$ cat config.mk
export PLATFORM = sky130hd
export DESIGN_NAME = int2flt_seq
export DESIGN_NICKNAME = d
export VERILOG_FILES = /design/src/rtl/int2flt_pkg.sv /design/src/rtl/int2flt_rounder.sv /design/src/rtl/int2flt_seq.sv
export SDC_FILE = /design/constraint.sdc
export NUM_CORES = 1
export LEC_CHECK = 0
export CAP_MARGIN = 20
export CORE_MARGIN = 1
export CORE_UTILIZATION = 25
export CTS_CLUSTER_DIAMETER = 120
export DETAILED_ROUTE_END_ITERATION = 16
export GPL_ROUTABILITY_DRIVEN = 0
export GPL_TIMING_DRIVEN = 0
export SLEW_MARGIN = 20
export SYNTH_ARGS = -nofsm -noshare
export SYNTH_HDL_FRONTEND = slang
export SYNTH_HIERARCHICAL = 1
export SYNTH_SLANG_ARGS = --single-unit
$ cat constraint.sdc
create_clock -name clk -period 5.7 [get_ports clk]
set_input_delay 1.14 -clock clk [delete_from_list [all_inputs] [get_ports clk]]
set_output_delay 1.14 -clock clk [all_outputs]
set_load 0.05 [all_outputs]
$ cat src/rtl/int2flt_pkg.sv
// Shared types and constants for the int16 -> half-float sequencer.
// Optional build macro INT2FLT_ROUND_EN (consumed by int2flt_rounder) selects round-to-nearest-even.
package int2flt_pkg;

  localparam int EXP_W  = 5;
  localparam int MANT_W = 10;
  localparam int BIAS   = 15;

  // Exponent of a magnitude whose leading one sits at bit 14 before any shift.
  localparam logic [EXP_W-1:0] EXP_START  = EXP_W'(BIAS + 14);
  localparam logic [15:0]      FLT_ZERO   = 16'h0000;
  localparam logic [15:0]      FLT_MAXNEG = 16'hF800;

  typedef enum logic [3:0] {
    ST_IDLE     = 4'd0,
    ST_ARMED    = 4'd1,
    ST_RD_LO    = 4'd2,
    ST_RD_HI    = 4'd3,
    ST_CLASSIFY = 4'd4,
    ST_NORM     = 4'd5,
    ST_ROUND    = 4'd6,
    ST_WR_LO    = 4'd7,
    ST_WR_HI    = 4'd8,
    ST_DONE     = 4'd9
  } state_e;

  function automatic logic [15:0] pack_flt(input logic             sign,
                                           input logic [EXP_W-1:0]  expo,
                                           input logic [MANT_W-1:0] mant);
    return {sign, expo, mant};
  endfunction

endpackage

$ cat src/rtl/int2flt_rounder.sv
// Combinational rounding of a normalized magnitude into exponent + 10-bit mantissa.
// INT2FLT_ROUND_EN defined: round-to-nearest-even; undefined: truncate.
module int2flt_rounder
  import int2flt_pkg::*;
(
  input  logic [13:0]       mag_i,
  input  logic [EXP_W-1:0]  exp_i,
  output logic [EXP_W-1:0]  exp_o,
  output logic [MANT_W-1:0] mant_o
);

`ifdef INT2FLT_ROUND_EN
  localparam logic ROUND_EN = 1'b1;
`else
  localparam logic ROUND_EN = 1'b0;
`endif

  logic          guard_s;
  logic          sticky_s;
  logic          inc_s;
  logic [MANT_W:0] sum_s;

  // Guard/sticky rounding; a carry out of the mantissa bumps the exponent.
  always_comb begin
    guard_s  = mag_i[3];
    sticky_s = |mag_i[2:0];
    inc_s    = ROUND_EN & guard_s & (sticky_s | mag_i[4]);
    sum_s    = {1'b0, mag_i[13:4]} + {10'd0, inc_s};
    if (sum_s[MANT_W]) begin
      mant_o = 10'd0;
      exp_o  = exp_i + 5'd1;
    end else begin
      mant_o = sum_s[MANT_W-1:0];
      exp_o  = exp_i;
    end
  end

endmodule

$ cat src/rtl/int2flt_seq.sv
// Multicycle int16 -> half-float converter sharing the data-memory port.
// Build macro INT2FLT_ROUND_EN enables round-to-nearest-even (see int2flt_rounder).
module int2flt_seq
  import int2flt_pkg::*;
#(
  parameter int ADDR_W = 8,
  parameter int SRC_LO = 0,
  parameter int SRC_HI = 1,
  parameter int DST_LO = 2,
  parameter int DST_HI = 3
) (
  input  logic              clk,
  input  logic              reset,
  input  logic              start,
  output logic              done,
  output logic              busy,
  output logic [ADDR_W-1:0] mem_addr,
  input  logic [7:0]        mem_rd_data,
  output logic              mem_wr_en,
  output logic [7:0]        mem_wr_data
);

  state_e             state_q, state_d;
  logic [7:0]         lo_q, lo_d, hi_q, hi_d;
  logic               sign_q, sign_d;
  logic [14:0]        mag_q, mag_d;
  logic [EXP_W-1:0]   exp_q, exp_d;
  logic [15:0]        res_q, res_d;
  logic               done_q, done_d, busy_q, busy_d;
  logic [ADDR_W-1:0]  addr_q, addr_d;
  logic               wr_en_q, wr_en_d;
  logic [7:0]         wr_data_q, wr_data_d;

  logic [15:0]        op_s, neg_s;
  logic [EXP_W-1:0]   rnd_exp_s;
  logic [MANT_W-1:0]  rnd_mant_s;

  assign op_s  = {hi_q, lo_q};
  assign neg_s = 16'd0 - op_s;

  int2flt_rounder u_rounder (
    .mag_i  (mag_q[13:0]),
    .exp_i  (exp_q),
    .exp_o  (rnd_exp_s),
    .mant_o (rnd_mant_s)
  );

  // State and registered-output flops.
  always_ff @(posedge clk or negedge reset) begin
    if (!reset) begin
      state_q   <= ST_IDLE;
      done_q    <= 1'b0;
      busy_q    <= 1'b0;
      addr_q    <= '0;
      wr_en_q   <= 1'b0;
      wr_data_q <= 8'd0;
    end else begin
      state_q   <= state_d;
      done_q    <= done_d;
      busy_q    <= busy_d;
      addr_q    <= addr_d;
      wr_en_q   <= wr_en_d;
      wr_data_q <= wr_data_d;
    end
  end

  // Datapath flops: operand bytes, sign, magnitude/exponent shifters, result.
  always_ff @(posedge clk or negedge reset) begin
    if (!reset) begin
      lo_q   <= 8'd0;
      hi_q   <= 8'd0;
      sign_q <= 1'b0;
      mag_q  <= 15'd0;
      exp_q  <= 5'd0;
      res_q  <= 16'd0;
    end else begin
      lo_q   <= lo_d;
      hi_q   <= hi_d;
      sign_q <= sign_d;
      mag_q  <= mag_d;
      exp_q  <= exp_d;
      res_q  <= res_d;
    end
  end

  // Next-state logic; start is only honoured in IDLE, DONE and ARMED.
  always_comb begin
    state_d = state_q;
    case (state_q)
      ST_IDLE, ST_DONE: state_d = start ? ST_ARMED : state_q;
      ST_ARMED:         state_d = start ? ST_ARMED : ST_RD_LO;
      ST_RD_LO:         state_d = ST_RD_HI;
      ST_RD_HI:         state_d = ST_CLASSIFY;
      ST_CLASSIFY:      state_d = (op_s[14:0] == 15'd0) ? ST_WR_LO : ST_NORM;
      ST_NORM:          state_d = mag_q[14] ? ST_ROUND : ST_NORM;
      ST_ROUND:         state_d = ST_WR_LO;
      ST_WR_LO:         state_d = ST_WR_HI;
      ST_WR_HI:         state_d = ST_DONE;
      default:          state_d = ST_IDLE;
    endcase
  end

  // Datapath next values for each state.
  always_comb begin
    lo_d   = lo_q;
    hi_d   = hi_q;
    sign_d = sign_q;
    mag_d  = mag_q;
    exp_d  = exp_q;
    res_d  = res_q;
    case (state_q)
      ST_RD_LO: lo_d = mem_rd_data;
      ST_RD_HI: hi_d = mem_rd_data;
      ST_CLASSIFY: begin
        sign_d = op_s[15];
        mag_d  = op_s[15] ? neg_s[14:0] : op_s[14:0];
        exp_d  = EXP_START;
        if (op_s[14:0] == 15'd0) begin
          res_d = op_s[15] ? FLT_MAXNEG : FLT_ZERO;
        end else begin
          res_d = res_q;
        end
      end
      ST_NORM: begin
        if (!mag_q[14]) begin
          mag_d = {mag_q[13:0], 1'b0};
          exp_d = exp_q - 5'd1;
        end else begin
          mag_d = mag_q;
          exp_d = exp_q;
        end
      end
      ST_ROUND: res_d = pack_flt(sign_q, rnd_exp_s, rnd_mant_s);
      default: res_d = res_q;
    endcase
  end

  // Registered outputs are decoded from the state being entered.
  always_comb begin
    done_d    = done_q;
    busy_d    = busy_q;
    addr_d    = addr_q;
    wr_en_d   = 1'b0;
    wr_data_d = wr_data_q;
    case (state_d)
      ST_ARMED: done_d = 1'b0;
      ST_RD_LO: begin
        busy_d = 1'b1;
        addr_d = ADDR_W'(SRC_LO);
      end
      ST_RD_HI: addr_d = ADDR_W'(SRC_HI);
      ST_WR_LO: begin
        addr_d    = ADDR_W'(DST_LO);
        wr_en_d   = 1'b1;
        wr_data_d = res_d[7:0];
      end
      ST_WR_HI: begin
        addr_d    = ADDR_W'(DST_HI);
        wr_en_d   = 1'b1;
        wr_data_d = res_d[15:8];
      end
      ST_DONE: begin
        done_d = 1'b1;
        busy_d = 1'b0;
      end
      default: wr_en_d = 1'b0;
    endcase
  end

  assign done        = done_q;
  assign busy        = busy_q;
  assign mem_addr    = addr_q;
  assign mem_wr_en   = wr_en_q;
  assign mem_wr_data = wr_data_q;

endmodule

==> results of run 1 <==
[how the worst max path moves through the flow]
stage / slack, ns / startpoint / depth (start not counted) / end
after floorplan: 3.23 / lo_q[0] / 7 / mem_addr[0]
after global placement: 1.54 / reset / 1 / hi_q[1]
after detailed placement: 3.04 / start / 3 / mem_addr[0]
after CTS: 3.05 / busy / 1 / busy
after global routing: 2.97 / lo_q[0] / 9 / mem_wr_data[2]
final: 3.06 / lo_q[0] / 7 / mem_addr[0]
[cells in the mapped netlist (2+ instances only)]
cell,instances
a21oi_1,4
a221o_1,7
a22o_1,3
a22oi_1,16
buf_4,21
buf_6,3
clkbuf_1,12
dfrtp_1,62
ha_1,2
inv_1,8
mux2_2,13
mux2i_1,4
nand2_1,24
nand2b_1,4
nand3_1,10
nor2_1,4
nor2b_1,3
nor3_1,6
nor4_1,2
o21ai_0,25
o31ai_1,6
o41ai_1,2
or3_1,6
or4_1,3
or4_4,2
xnor2_1,3
xor2_1,13
[worst min-delay path, stage by stage (launching register included)]
cell	delay [ns]
dfrtp_1	0.34
nand2_1	0.05
o21ai_0	0.06
[power groups by stage]
stage	clock network [mW]	registers, mW	logic (mW)
5_1_grt	0.532	0.831	1.02
6_report	0.498	0.800	0.922
3_3_place_gp	0	0.796	0.906
4_1_cts	0.510	0.800	0.932
2_1_floorplan	0	0.878	0.590
3_5_place_dp	0	0.806	0.927
[kinds of logic (layout without fill, tap and decap cells)]
| kind of cell | after synthesis | after routing | synth area share, % |
|---|---|---|---|
| and+or+nand+nor | 68 | 68 | 11.77 |
| xor gates and xnor gates | 16 | 16 | 4.640 |
| buffers and inverters | 45 | 85 | 8.947 |
| muxes | 17 | 17 | 6.172 |
| other | 1 | 6 | 0.1242 |
| DFF | 62 | 62 | 51.37 |
| adders and majority gates | 2 | 2 | 0.8284 |
| AOI/OAI and AO/OA | 71 | 71 | 16.16 |
[cell type report]
class	count	share of cell area (%)
Buffer	37	6.413
Clock buffer	9	6.012
Clock inverter	7	1.336
Inverter	8	0.8016
Multi-Input combinational cell	180	32.63
Sequential cell	62	41.42
Tap cell	143	4.776
Timing Repair Buffer	24	6.613
[routing by layer]
layer | up-vias | routed length [um]
li1 | 1077 | -
met1 | 1022 | 3201
met2 | 50 | 2839
met3 | 11 | 265
met4 | 0 | 127
met5 | - | 0
[flip-flops by register name, summed over array words and instances (netlist names)]
register and count:
busy 1, done 1, exp_q 5, hi_q 8, lo_q 8, mag_q 15, mem_addr 2, mem_wr_data 8
mem_wr_en 1, res_q 8, sign_q 1, state_q 4
[through the flow]
step	total power [mW]	cell area, um^2
final	2.220	3746
after global routing	2.383	3746
after CTS	2.243	3746
after detailed placement	1.733	3471
after global placement	1.702	3448
after floorplan	1.468	3039
==> results.tsv, run 1 <==
stage	metric	value	unit
status	status	completed	
pwr	intPower	1.341	mW
finish	fin_nets	335	
critical_path	path_class	reg -> reg	
critical_path	cpLargestDelayFamily	simple AND/OR/NAND/NOR gates	
finish	final_common_cell	dfrtp_1	
global_route	antenna_found_initial	0	
finish	final_cell_mix	62 x dfrtp_1, 25 x o21ai_0, 24 x nand2_1	
timing	drv_slew	0	
die	die_y	111.9	um
pwr	leakage	1.612	nW
placement	hpwl	4756	um
timing	setup_violations	0	
cts	clock_path_buffers	2	
finish	drive_gt1_share	18.35	%
die	coreArea	0.01161	mm^2
critical_path	cp-start-kind	flip-flop	
finish	ff_latch_area	0.001551	mm^2
timing	fin_crit	2.643	ns
detailed_routing	drt-initial-drc-count	64	
critical_path	endpoint_kind	flip-flop	
global_route	grt_overflow	0	
yosys	syn_inst	282	
cts	cts.root.buffer_cell	clkbuf_16	
timing	fmax	378.3	MHz
die	ios	30	
timing	worstMarginPinSlew	0.9056	ns
placement	io_buffers	23	
yosys	synth_top_cell_by_area	dfrtp_1	
yosys	synth_edf_count	0	
detailed_routing	drt_wl_total	6433	um
timing	worst_slack	3.057	ns
global_route	grt_pass1_wl	11030	um
pwr	swShare	39.62	%
global_route	gr-usage-met3	3.484	%
finish	utilization	32.26	%
cts	cts_tree	done	
global_route	busiest_layer	met2	
die	rows	39	
cts	cts.hold.buffers_added	0	
detailed_routing	avgRoutedWirePerCell	13.69	um
pwr	power_frac_seq	36.0	%
critical_path	r2r-end	mem_addr[0]	
yosys	ys.flop_type	dfrtp_1	
timing	finalHoldViolations	0	
timing	finalSetupTns	0	ns
timing	relSlewSlack	39.16	%
detailed_routing	drt_pass1_iterations	8	
cts	worst_skew_pair.late_latency	0.33	ns
pwr	p_sw	0.8796	mW
cts	clk_pin_slew	0.06	ns
run	maxCapViolCount	0	
hold_path	hold_start	mag_q[0]	
global_route	met1_usage	14.82	%
global_route	track_usage	11.49	%
timing	whs	0.4847	ns
detailed_routing	postRouteAntennaNets	0	
detailed_routing	vias	2160	
yosys	yosysTopAreaCellShare	51.37	%
pwr	max-vdd-ir-drop	168.2	uV
hold_path	holdPathEnd	mag_q[0]	
yosys	ys_top_cells_by_area	dfrtp_1 51%, buf_4 5.2%, mux2_2 4.8%, o21ai_0 4.1%, a22oi_1 4.0%	
pwr	clock_power_share	22.4	%
global_route	met2_usage	17.72	%
critical_path	rr_worst_depth	7	
die	initial_core_util	26.01	%
critical_path	r2r_slack	3.06	ns
cts	cts_buffers	9	
finish	multiInputGateArea	0.001222	mm^2
cts	postCtsResizedCells	0	
critical_path	arrival	2.86	ns
pwr	combPwrFrac	41.5	%
yosys	syn-cell-area	0.003020	mm^2
global_route	grt_max_degree	37	
global_route	grt_pass1_vias	2202	
critical_path	worst-path-buf-inv	2	
finish	instances_no_fill	470	
finish	fillers	1217	
cts	htreeDepth	3	
detailed_routing	drc	0	
yosys	synthArstFlopShare	100.0	%
critical_path	cp_max_fo	8	
critical_path	cp_cell_sequence	inv_1, ha_1, or3b_2, or4_4, a211o_1, buf_6, a311o_1	
die	die_x	111.9	um
timing	rsz0062_at_grt	false	
timing	fin_skew	0.007499	ns
pwr	powerDensity	592.7	mW/mm^2
placement	pre_cts_ws	3.041	ns
yosys	yosysWarningCount	6	
timing	fin_crit_sh	46.37	%
critical_path	critPathMaxStageDelay	0.59	ns
detailed_routing	viasPerCell	4.596	
hold_path	hold_class	reg -> reg	
critical_path	cp.required	5.92	ns
finish	syn2layout_area_growth	24.03	%
yosys	seq_area_frac_synth	51.37	%
critical_path	r2r_start	lo_q[0]	
cts	cts.sinks	62	
yosys	synth_cell_types	41	
critical_path	cp_slowest_cell	or4_4	
hold_path	hold-path-cell-count	2	
finish	insertedDiodeCount	0	
yosys	avgSynthCellArea	10.71	um^2
die	die-area	0.01253	mm^2
placement	dp.cells	454	
cts	cts_setup_buffers	0	
yosys	synth_seq_cells	62	
(Power assumes the default switching activity.)
==> run 2: changes to the inputs <==
- clock period: 5.7 -> 2.6 ns (I/O delays scaled with it)
==> run 2 against run 1 <==
- clock power rose by 120%
- cell count increased by 0.21%
- combinational power rose by 120%
- critical path depth did not move
- critical path type unchanged
==> results.tsv, run 2 (synthesis gave the netlist of run 1 again) <==
stage	metric	value	unit
status	status	completed	
timing	drv_slew	0	
timing	relSlewSlack	40.48	%
pwr	powerDensity	1302	mW/mm^2
finish	drive_gt1_share	18.90	%
finish	fin_nets	336	
global_route	grt_pass1_wl	11030	um
finish	postLayoutCellArea	0.003756	mm^2
timing	fmax	399.2	MHz
pwr	leakage	1.618	nW
global_route	grt_pass1_vias	2202	
pwr	max-vdd-ir-drop	369.2	uV
finish	fillers	1217	
finish	final_common_cell	dfrtp_1	
finish	final_cell_mix	62 x dfrtp_1, 25 x o21ai_0, 24 x nand2_1	
critical_path	cp-start-kind	flip-flop	
detailed_routing	vias	2149	
timing	fin_crit	2.505	ns
timing	fin_crit_sh	96.35	%
cts	cts.sinks	62	
cts	clk_pin_slew	0.06	ns
placement	hpwl	4756	um
cts	cts.hold.buffers_added	0	
placement	dpl_cell_area	0.003471	mm^2
die	die_y	111.9	um
cts	worst_skew_pair.late_latency	0.33	ns
cts	cts_tree	done	
finish	insertedDiodeCount	0	
run	maxCapViolCount	0	
hold_path	hold_class	in -> async	
cts	cts_buffers	9	
die	coreArea	0.01161	mm^2
timing	fin_skew	0.007594	ns
finish	top_register	mag_q	
placement	io_buffers	23	
cts	cts.root.buffer_cell	clkbuf_16	
cts	htreeDepth	3	
finish	largest_reg_flops	15	
critical_path	arrival	2.72	ns
finish	syn2layout_area_growth	24.36	%
detailed_routing	avgRoutedWirePerCell	13.71	um
pwr	p_total	4.890	mW
detailed_routing	drc	0	
critical_path	path_class	reg -> reg	
detailed_routing	drt_pass1_iterations	8	
die	die-area	0.01253	mm^2
die	initial_core_util	26.01	%
global_route	track_usage	11.49	%
cts	clock_path_buffers	2	
timing	rsz0062_at_grt	false	
detailed_routing	postRouteAntennaNets	0	
timing	worstMarginPinSlew	0.8860	ns
global_route	antenna_found_initial	0	
critical_path	cp.required	2.82	ns
global_route	grt_overflow	0	
detailed_routing	drt-initial-drc-count	49	
die	rows	39	
global_route	grt_max_degree	37	
detailed_routing	viasPerCell	4.563	
timing	whs	0.09477	ns
die	ios	30	
detailed_routing	drt_wl_total	6457	um
timing	setup_violations	0	
critical_path	endpoint_kind	flip-flop	
timing	finalHoldViolations	0	
die	die_x	111.9	um
critical_path	cp_max_fo	8	
## run 2: worst paths after layout
check / from / to / slack (ns) / cells past startpoint
max: lo_q[0] / mem_addr[0] / 0.09 / 7
min: reset / busy / 0.09 / 1
max reg2reg: lo_q[0] / mem_addr[0] / 0.09 / 7
min reg2reg: mag_q[0] / mag_q[0] / 0.48 / 2
max in group asynchronous: reset / mag_q[9] / 2.00 / 2
min in group clk: mag_q[0] / mag_q[0] / 0.48 / 2
## run 2: worst max-delay path, cell delays in order, from the launching register on
cell,delay (ns)
dfrtp_1,0.39
inv_2,0.08
ha_1,0.16
or3b_4,0.40
or4_4,0.58
a211o_1,0.32
buf_6,0.14
a311o_1,0.30
## run 2: area by class of cell
| cell class | count | area [um^2] | share of cell area (%) |
|---|---|---|---|
| Sequential cell | 62 | 1551 | 41.31 |
| Multi-Input combinational cell | 180 | 1225 | 32.61 |
| Timing Repair Buffer | 25 | 255.2 | 6.795 |
| Buffer | 37 | 240.2 | 6.396 |
| Clock buffer | 9 | 225.2 | 5.996 |
| Tap cell | 143 | 178.9 | 4.764 |
| Clock inverter | 7 | 50.05 | 1.332 |
| Inverter | 8 | 30.03 | 0.7995 |
## run 2: what timing repair did
item                                    CTS  global route
resized for setup                         1             1
buffers inserted                          0             1
endpoints found under the setup margin   15             4
## run 2: where the power goes
group	total, mW	switching, mW	internal [mW]
clock network	1.09	0.450	0.644
logic	2.04	1.13	0.911
registers	1.75	0.355	1.40
## run 2: per-stage QoR
step	TNS, ns	setup WS (ns)	util [%]	cells
floorplan	0	0.1287	-	287
global placement	-57.68	-0.9356	29.69	453
detailed placement	-0.3119	-0.04412	29.89	454
CTS	0	0.05787	32.28	470
global route	0	0.01334	32.34	471
finish	0	0.09477	32.34	471
## run 2: layer usage
layer	part of all wire, %	routed length, um	track usage (%)
met4	2.0	129	5.045
met5	0	0	0
met2	44	2837	17.72
met1	50	3237	14.82
met3	3.9	252	3.484
